$ cat src/rtl/sub_word_memory_if.sv
// rtl/sub_word_memory_if.sv - request/response bus for sub_word_memory
//
// Purpose: groups the load/store request handshake and the one-cycle
// response of sub_word_memory.
// Ports (signals):
//   req_valid/req_ready      request handshake
//   req_write, req_size,     store/load select, access size, load extension
//   req_unsigned
//   address, data            byte address, right-aligned store data
//   resp_valid, mem_result,  one-cycle response pulse, load result, error flag
//   fault
interface sub_word_memory_if;
  logic        req_valid;
  logic        req_ready;
  logic        req_write;
  logic [1:0]  req_size;
  logic        req_unsigned;
  logic [31:0] address;
  logic [31:0] data;
  logic        resp_valid;
  logic [31:0] mem_result;
  logic        fault;

  modport master (
    output req_valid, req_write, req_size, req_unsigned, address, data,
    input  req_ready, resp_valid, mem_result, fault
  );

  modport slave (
    input  req_valid, req_write, req_size, req_unsigned, address, data,
    output req_ready, resp_valid, mem_result, fault
  );
endinterface

$ cat src/rtl/sub_word_memory.sv
// rtl/sub_word_memory.sv - byte/half/word addressable 32-bit memory
//
// Purpose: DEPTH x 32-bit little-endian memory mapped at BASE_ADDR with
// byte, half and word loads/stores, fixed one-cycle response latency and
// an optional zero-fill sequence after reset.
// Ports:
//   clk        single clock, rising edge
//   rst        asynchronous active-low reset
//   bus        sub_word_memory_if.slave request/response bus
//   init_done  high once the clear sequence has finished
module sub_word_memory #(
  parameter int          DEPTH          = 64,
  parameter logic [31:0] BASE_ADDR      = 32'd1024,
  parameter bit          CLEAR_ON_RESET = 1'b1
) (
  input  logic              clk,
  input  logic              rst,
  sub_word_memory_if.slave  bus,
  output logic              init_done
);

  localparam int AW = $clog2(DEPTH);

  typedef enum logic {INIT, READY} state_t;
  localparam state_t RESET_STATE = CLEAR_ON_RESET ? INIT : READY;

  state_t         state;
  state_t         state_nxt;
  logic [AW-1:0]  clr_cnt;
  logic           clr_we;
  logic           ready_int;

  logic [31:0]    mem [DEPTH];

  // ---------------------------------------------------------------- FSM
  always_ff @(posedge clk or negedge rst) begin
    if (!rst) state <= RESET_STATE;
    else      state <= state_nxt;
  end

  always_comb begin
    state_nxt = state;
    if (state == INIT && clr_cnt == AW'(DEPTH - 1)) state_nxt = READY;
  end

  // Outputs are gated with rst so that they read idle while reset is held,
  // even when the reset state is READY (CLEAR_ON_RESET=0).
  always_comb begin
    ready_int = 1'b0;
    init_done = 1'b0;
    clr_we    = 1'b0;
    case (state)
      INIT:    clr_we = rst;
      READY: begin
        ready_int = rst;
        init_done = rst;
      end
      default: ;
    endcase
  end

  always_ff @(posedge clk or negedge rst) begin
    if (!rst)               clr_cnt <= '0;
    else if (state == INIT) clr_cnt <= clr_cnt + AW'(1);
    else                    clr_cnt <= '0;
  end

  assign bus.req_ready = ready_int;

  // ------------------------------------------------------------- decode
  logic [31:0]   offset;
  logic          fault_c;
  logic [1:0]    lane;
  logic [AW-1:0] idx;
  logic          accept;
  logic          st_we;

  assign offset = bus.address - BASE_ADDR;
  assign lane   = bus.address[1:0];
  assign idx    = offset[AW+1:2];

  always_comb begin
    fault_c = 1'b0;
    if (bus.address < BASE_ADDR)             fault_c = 1'b1;
    if ((offset >> 2) >= 32'(DEPTH))          fault_c = 1'b1;
    if (bus.req_size == 2'b11)               fault_c = 1'b1;
    if (bus.req_size == 2'b01 && lane[0])    fault_c = 1'b1;
    if (bus.req_size == 2'b10 && lane != 2'b00) fault_c = 1'b1;
  end

  assign accept = bus.req_valid & ready_int;
  assign st_we  = accept & bus.req_write & ~fault_c;

  // -------------------------------------------------------- data paths
  logic [31:0] rd_word;
  logic [15:0] sel_half;
  logic [7:0]  sel_byte;
  logic [31:0] load_val;
  logic [3:0]  be;
  logic [31:0] wdata_rep;
  logic [31:0] mask;
  logic [31:0] merged;

  // Asynchronous read: a store on edge N is visible to a load on edge N+1.
  assign rd_word  = mem[idx];
  assign sel_half = lane[1] ? rd_word[31:16] : rd_word[15:0];
  assign sel_byte = lane[0] ? sel_half[15:8] : sel_half[7:0];

  always_comb begin
    load_val = rd_word;
    case (bus.req_size)
      2'b00:   load_val = bus.req_unsigned ? {24'b0, sel_byte}
                                           : {{24{sel_byte[7]}}, sel_byte};
      2'b01:   load_val = bus.req_unsigned ? {16'b0, sel_half}
                                           : {{16{sel_half[15]}}, sel_half};
      default: load_val = rd_word;
    endcase
  end

  // Store data is replicated across lanes and merged under a byte mask.
  always_comb begin
    be        = 4'hF;
    wdata_rep = bus.data;
    case (bus.req_size)
      2'b00: begin
        be        = 4'b0001 << lane;
        wdata_rep = {4{bus.data[7:0]}};
      end
      2'b01: begin
        be        = 4'b0011 << {lane[1], 1'b0};
        wdata_rep = {2{bus.data[15:0]}};
      end
      default: ;
    endcase
  end

  assign mask   = {{8{be[3]}}, {8{be[2]}}, {8{be[1]}}, {8{be[0]}}};
  assign merged = (rd_word & ~mask) | (wdata_rep & mask);

  // Memory has no reset; only the INIT sequence zeroes it.
  always_ff @(posedge clk) begin
    if (clr_we)     mem[clr_cnt] <= '0;
    else if (st_we) mem[idx]     <= merged;
  end

  // ---------------------------------------------------------- response
  logic        resp_q;
  logic        fault_q;
  logic [31:0] result_q;

  always_ff @(posedge clk or negedge rst) begin
    if (!rst) begin
      resp_q   <= 1'b0;
      fault_q  <= 1'b0;
      result_q <= '0;
    end else begin
      resp_q   <= accept;
      fault_q  <= accept & fault_c;
      result_q <= (accept & ~bus.req_write & ~fault_c) ? load_val : '0;
    end
  end

  assign bus.resp_valid = resp_q;
  assign bus.fault      = fault_q;
  assign bus.mem_result = result_q;

endmodule
$ cat src/flat_wrapper.sv
// flat-port wrapper written by rule: the top's interface ports become plain ports
module sub_word_memory_flat 
#(
  parameter int          DEPTH          = 64,
  parameter logic [31:0] BASE_ADDR      = 32'd1024,
  parameter bit          CLEAR_ON_RESET = 1'b1
)
  (clk, rst, init_done, bus_req_valid, bus_req_write, bus_req_size, bus_req_unsigned, bus_address, bus_data, bus_req_ready, bus_resp_valid, bus_mem_result, bus_fault);
  sub_word_memory_if bus_i ();
  input  logic clk;
  input  logic rst;
  output logic init_done;
  input wire logic [$bits(bus_i.req_valid)-1:0] bus_req_valid;
  input wire logic [$bits(bus_i.req_write)-1:0] bus_req_write;
  input wire logic [$bits(bus_i.req_size)-1:0] bus_req_size;
  input wire logic [$bits(bus_i.req_unsigned)-1:0] bus_req_unsigned;
  input wire logic [$bits(bus_i.address)-1:0] bus_address;
  input wire logic [$bits(bus_i.data)-1:0] bus_data;
  output wire logic [$bits(bus_i.req_ready)-1:0] bus_req_ready;
  output wire logic [$bits(bus_i.resp_valid)-1:0] bus_resp_valid;
  output wire logic [$bits(bus_i.mem_result)-1:0] bus_mem_result;
  output wire logic [$bits(bus_i.fault)-1:0] bus_fault;
  assign bus_i.req_valid = bus_req_valid;
  assign bus_i.req_write = bus_req_write;
  assign bus_i.req_size = bus_req_size;
  assign bus_i.req_unsigned = bus_req_unsigned;
  assign bus_i.address = bus_address;
  assign bus_i.data = bus_data;
  assign bus_req_ready = bus_i.req_ready;
  assign bus_resp_valid = bus_i.resp_valid;
  assign bus_mem_result = bus_i.mem_result;
  assign bus_fault = bus_i.fault;
  sub_word_memory #(.DEPTH(DEPTH), .BASE_ADDR(BASE_ADDR), .CLEAR_ON_RESET(CLEAR_ON_RESET)) u_core (.clk(clk), .rst(rst), .bus(bus_i), .init_done(init_done));
endmodule
$ cat config.mk
export PLATFORM = sky130hd
export DESIGN_NAME = sub_word_memory_flat
export DESIGN_NICKNAME = d
export VERILOG_FILES = /design/src/rtl/sub_word_memory_if.sv /design/src/rtl/sub_word_memory.sv /design/src/flat_wrapper.sv
export SDC_FILE = /design/constraint.sdc
export NUM_CORES = 2
export LEC_CHECK = 0
export CORE_ASPECT_RATIO = 1.5
export CORE_MARGIN = 5
export CORE_UTILIZATION = 45
export CTS_BUF_LIST = sky130_fd_sc_hd__clkbuf_4 sky130_fd_sc_hd__clkbuf_8
export DETAILED_ROUTE_END_ITERATION = 8
export DONT_BUFFER_PORTS = 1
export GPL_TIMING_DRIVEN = 0
export PLACE_DENSITY_LB_ADDON = 0.1
export REMOVE_ABC_BUFFERS = 1
export SYNTH_ARGS = -nofsm -noshare
export SYNTH_HDL_FRONTEND = slang
export SYNTH_SLANG_ARGS = --single-unit
export TNS_END_PERCENT = 30
$ cat constraint.sdc
create_clock -name clk -period 5.6 [get_ports clk]
set_clock_uncertainty 0.05 [all_clocks]
set_input_delay 0.84 -clock clk [delete_from_list [all_inputs] [get_ports clk]]
set_output_delay 0.84 -clock clk [all_outputs]
set_load 0.05 [all_outputs]
# After elaboration in Yosys (flattened, before gate mapping)
# Memories as Yosys holds them, arrays and structs flattened.
# Index checks and enable logic that the tools add are counted.
dict set report classes {
  n_addsub 2
  n_lt_le_gt_ge 2
  n_eq_ne 4
  shifts 2
  mux 24
  n_bitwise 13
  reduce_logical 6
}
# op n
set ops {}
lappend ops {{$mux 32} 4}
lappend ops {{$pmux 32 s2} 2}
lappend ops {{$and 32x32->32} 2}
lappend ops {{$lt 32x11->1 const B} 1}
lappend ops {{$not 32->32} 1}
lappend ops {{$or 32x32->32} 1}
lappend ops {{$reduce_or 32->1} 1}
lappend ops {{$sub 32x11->32 const B} 1}
lappend ops {{$ge 30x7->1 const B} 1}
lappend ops {{$mux 16} 1}
lappend ops {{$mux 1} 13}
lappend ops {{$mux 6} 2}
lappend ops {{$mux 8} 1}
lappend ops {{$pmux 4 s2} 1}
lappend ops {{$add 6x1->6 const B} 1}
lappend ops {{$and 1x1->1} 6}
lappend ops {{$eq 6x6->1 const B} 1}
lappend ops {{$eq 2x2->1 const B} 2}
lappend ops {{$shl 1x2->4 const A} 1}
lappend ops {{$shl 2x2->4 const A} 1}
lappend ops {{$logic_and 1x1->1} 3}
lappend ops {{$not 1->1} 3}
lappend ops {{$eq 2x1->1 const B} 1}
lappend ops {{$logic_not 2->1} 1}
lappend ops {{$reduce_bool 2->1} 1}
dict set report totals {
  regBits 41
  ramBits 2048
  in_bits 71
  output_inout_bits 36
  mem_count 1
}
# name depth width read_ports rd_clocked_by_memory_dff wr line_no
set memory_table {}
lappend memory_table {u_core.mem 64 32 1 0 1 sub_word_memory.sv:33} ;# logic [31:0] mem [DEPTH];

# Longest topological paths before layout
dict set report logic_depth {
  depth_word 13
  mapped_depth 17
}

# Worst setup path after synthesis
# No wires, ideal clock.
dict set report synth_timing {
  path_type {input -> register}
  start {input bus_address[2]}
  end {memory u_core.mem[0][11], data pin}
  setup_ns 0.768
  arrival_time_ns 5.790
  required_time_ns 4.782
  setup_slack_ns -1.008
  stages 15
  n_path_buf 9
  path_cell_list {buf_6 buf_12 buf_12 buf_8 buf_12 buf_12 buf_12 buf_8 buf_12 mux2i_1 a2111oi_0 o22ai_1 a21oi_1 nor2_1 a311oi_1}
}
dict set report synth_between {
  elab_chain_cells 13
}
# item line_no
set synth_rtl {}
lappend synth_rtl {{start, declared} flat_wrapper.sv:17} ;# input wire logic [$bits(bus_i.address)-1:0] bus_address;
lappend synth_rtl {{$sub 32x11->32 or $lt 32x11->1 (tied branches)} {sub_word_memory.sv:78, sub_word_memory.sv:84}}
lappend synth_rtl {{$ge 30x7->1 or $mux 1 (tied branches)} {sub_word_memory.sv:85, sub_word_memory.sv:84}}
lappend synth_rtl {{$mux 1} sub_word_memory.sv:85} ;# if ((offset >> 2) >= 32'(DEPTH)) fault_c = 1'b1;
lappend synth_rtl {{$mux 1} sub_word_memory.sv:86} ;# if (bus.req_size == 2'b11) fault_c = 1'b1;
lappend synth_rtl {{$mux 1} sub_word_memory.sv:87} ;# if (bus.req_size == 2'b01 && lane[0]) fault_c = 1'b1;
lappend synth_rtl {{$mux 1} sub_word_memory.sv:88} ;# if (bus.req_size == 2'b10 && lane != 2'b00) fault_c = 1'b1;
lappend synth_rtl {{$not 1->1} sub_word_memory.sv:92} ;# assign st_we = accept & bus.req_write & ~fault_c;
lappend synth_rtl {{$and 1x1->1} sub_word_memory.sv:92}
lappend synth_rtl {{$mux 1} sub_word_memory.sv:143} ;# else if (st_we) mem[idx] <= merged;
lappend synth_rtl {{$mux 1} sub_word_memory.sv:142} ;# if (clr_we) mem[clr_cnt] <= '0;
lappend synth_rtl {{$mux 1 (not written as such)} sub_word_memory.sv:143}
lappend synth_rtl {{$reduce_or 32->1 (no line)} n/a}
lappend synth_rtl {{$mux 32 (no line) *} n/a}
lappend synth_rtl {{end, declared} sub_word_memory.sv:33}
# Every way passes the cells marked *; elsewhere a longest branch is shown, timed or not.

# Worst setup path after layout
dict set report layout_timing {
  start {input bus_address[3]}
  end {memory u_core.mem[24][25], data pin}
}
# The elaborated chain is that of the path after synthesis.

==> run metrics <==
asr flop ratio synth 0.0196; Critical Path, Cell by Cell buf_16, buf_16, nand2_2, o221ai_1, o22ai_1, a21oi_1, a31oi_1, mux2_2, nor2_4, buf_12; via count 40700; crit-path leading delay family compound AO/OA/AOI/OAI gates; EDFF count, synth between 2000 and 2500; Crit Path Category input pin to flop; final hold vios 0; most frequent cells in the layout edfxtp_1, mux4_2, clkbuf_8; cell mode on critical path buf_16; Final ANT Viol Nets 0; hold path cells 2; final period utilization 0.994; worst hold path class input pin to flop; power per cell area between 300 and 400 nW/um2; Yosys top cell area share 0.754; LEAKAGE approximately 24 nW; Vert. Die Dim about 530 um; Synth Cell Area slightly above 80000 um2; Clk Latency, worst-skew pair around 0.93 ns; DR pass1 iterations 8; largest net degree at the start of global routing ~570; Max-Slew Margin vs Limit 0.0402; IO Count 107; multiplexer share of the synthesized area 0.162; Synth Area in XOR/XNOR 0.000322; status completed; CTS clk-pin slew, worst paths approximately 0.06 ns; Crit path depth 10; Total Die Area 190000 um2; NumNets Final 4076; Total GRT Usage 0.243; post-synthesis sequential area ratio 0.767; CP startpoint kind input pin; Slowest Stage Delay on Critical Path approximately 0.73 ns; Non-Filler Instances approximately 6600; Num CTS Buffers just over 300; clk sink count ~2100; VDD IR max around 0.14 mV; Iteration-0 DRC Markers between 4000 and 5000; worst-margin pin slew roughly 1.4 ns; Net Sw Power roughly 6.3 mW; Critical Path RT 6.27 ns; initial antenna violation count 12; Syn. warnings 0; Slowest-stage cell, CP buf_16; Post-Synth Adder-Cell Area 0.000153; # setup viols final 0; clock power share 0.400; Die Span X 358 um; Std-Cell Core Area 180000 um2; #FFs+latches synth between 2000 and 2500; Flop pwr share 0.569; Post-DP HPWL about 140 mm; DRC 0; Worst Path Buf+Inv 3; Final min period between 5 and 6 ns; total negative setup slack 0 ns; Yosys top cell by area edfxtp_1; Synth Area in Compound Gates 0.0311; syn_area_per_cell approximately 22 um2; max-slew violation count 0; per-cell routed wire length approximately 35 um; Gate Count Post-Synth roughly 3700; clock tree buffer depth 4; area grow syn2layout 14.5%; vias per cell ~6.1; Highest Clock Rate 180 MHz; final core occ 0.517; combinational share of power 0.031; root buf cell clkbuf_8; max_cap viols 0; placed insts a little over 6000; RSZ-0062 raised after global routing false; CTS tree built; site row count 191; sw frac 0.213; number of distinct library cells after synthesis 75; most common cell after layout, fill and taps aside edfxtp_1; Final Cell Area between 90000 and 100000 um2; # H-tree levels 5; ys flop type edfxtp_1; r2r worst-path depth 7; share of cells above drive strength 1 0.306; final wirelength approximately 230 mm; crit path capture type flop; P_int 23.4 mW; largest family of logic cells by synthesized area multiplexers; first-pass GRT wire length about 320 mm; dominant cells by area after synthesis edfxtp_1, mux4_2, mux2i_1, dfrtp_1, nor2_1; Area after DPL approximately 87000 um2; PortBufs 0; simple-gate share of the synthesized area 0.0208; number of global-route vias before repair between 40000 and 50000; worst-path maximum fanout roughly 190; gpl congestion between 0.8 and 0.9; WP data arrival a little over 6 ns; gr ovfl total 0; Initial Utilization 0.452
==> per-layer routing <==
layer / wire (um) / up-vias / part of all wire / global-route usage
met2: 115000 / 1763 / 0.49 / 0.401
met5: 51 / - / 0.00022 / 0
met1: 90200 / 22100 / 0.39 / 0.319
met3: 16800 / 429 / 0.072 / 0.0443
li1: - / 16400 / - / -
met4: 11800 / 8 / 0.050 / 0.105
==> sequential cells by signal, summed over array words and instances (netlist names) <==
register / flops
u_core.bus.resp_valid: 1
u_core.mem: 2048
u_core.bus.mem_result: 32
u_core.bus.fault: 1
u_core.clr_cnt: 6
u_core.state: 1
==> layout make-up <==
| class | instances | area [um2] |
|---|---|---|
| fillers | 14100 | 87100 |
| clock buffers | 424 | 5210 |
| repair buffers | 167 | 3480 |
| multi-input cells | 1423 | 18500 |
| well taps | 2412 | 3020 |
| diodes | 9 | 22.5 |
| inverters | 12 | 52.6 |
| flip-flops and latches | 2089 | 62500 |
| clock inverters | 109 | 549 |
==> cell families (layout without fill, tap and decap cells) <==
group | count (synthesis) | after routing
AND/OR/NAND/NOR | 382 | 384
multiplexers | 673 | 673
other | 0 | 9
buffers and inverters | 221 | 712
flip-flops | 2089 | 2089
XOR/XNOR | 3 | 3
AO/OA/AOI/OAI | 362 | 362
adder cells (fa/ha/maj) | 1 | 1
==> power groups by stage <==
stage | Sequential [mW] | Combinational, mW | Clock (mW)
3_5_place_dp | 17.2 | 0.700 | 0
3_3_place_gp | 17.2 | 0.668 | 0
2_1_floorplan | 17.2 | 0.401 | 0
6_report | 16.9 | 0.920 | 11.9
4_1_cts | 16.9 | 0.712 | 12.1
5_1_grt | 16.9 | 0.957 | 12.8
==> per-stage QoR <==
stage	power, mW	setup WS [ns]	hold WS, ns
detailed placement	17.9	-0.282	0.496
CTS	29.7	0.739	0.00246
global placement	17.9	-13.72	0.496
finish	29.7	0.0320	0.0680
floorplan	17.6	-3.25	0.438
global route	30.7	0.0602	0.0455
==> cell usage after synthesis, drive strengths merged, types with 11 or more instances <==
cell,count
a31oi,20
inv,11
a221oi,17
a211oi,27
nand3,15
mux2i,133
nor2b,22
mux4,516
a32oi,13
o221ai,27
nand2,127
o22ai,32
nor3,24
mux2,24
edfxtp,2048
nor2,145
clkbuf,82
buf,126
a22oi,36
dfrtp,41
a21oi,77
o21ai,48
==> path summary, 6_finish.rpt <==
kind,start,end,slack (ns)
setup reg to reg,u_core.state$_DFFE_PN0P_,u_core.mem[2][21]$_DFFE_PP_,0.89
setup / recovery,bus_address[3],u_core.mem[24][25]$_DFFE_PP_,0.03
hold reg to reg,u_core.clr_cnt[0]$_DFF_PN0_,u_core.clr_cnt[0]$_DFF_PN0_,0.53
hold / removal,bus_req_unsigned,u_core.bus.mem_result[15]$_DFF_PN0_,0.07
min in group asynchronous,rst,u_core.clr_cnt[4]$_DFF_PN0_,0.47
max in group asynchronous,rst,u_core.bus.mem_result[20]$_DFF_PN0_,4.80
==> repair_timing <==
item | CTS | global route
endpoints found under the setup margin | 0 | 1441
buffers inserted | 0 | 1
gates resized for setup | 0 | 7
hold buffers | 4 | 0
endpoints found under the hold margin | 43 | 0
==> worst reg2reg max path: stages, from the launching register on <==
cell and delay, ns:
dfrtp_1 0.71, and3_1 0.39, nand3_4 0.54, buf_16 0.46
o21ai_0 0.44, nand2_1 0.57, nor2_4 0.90, buf_12 0.29
Power figures use the tool's default switching activity.
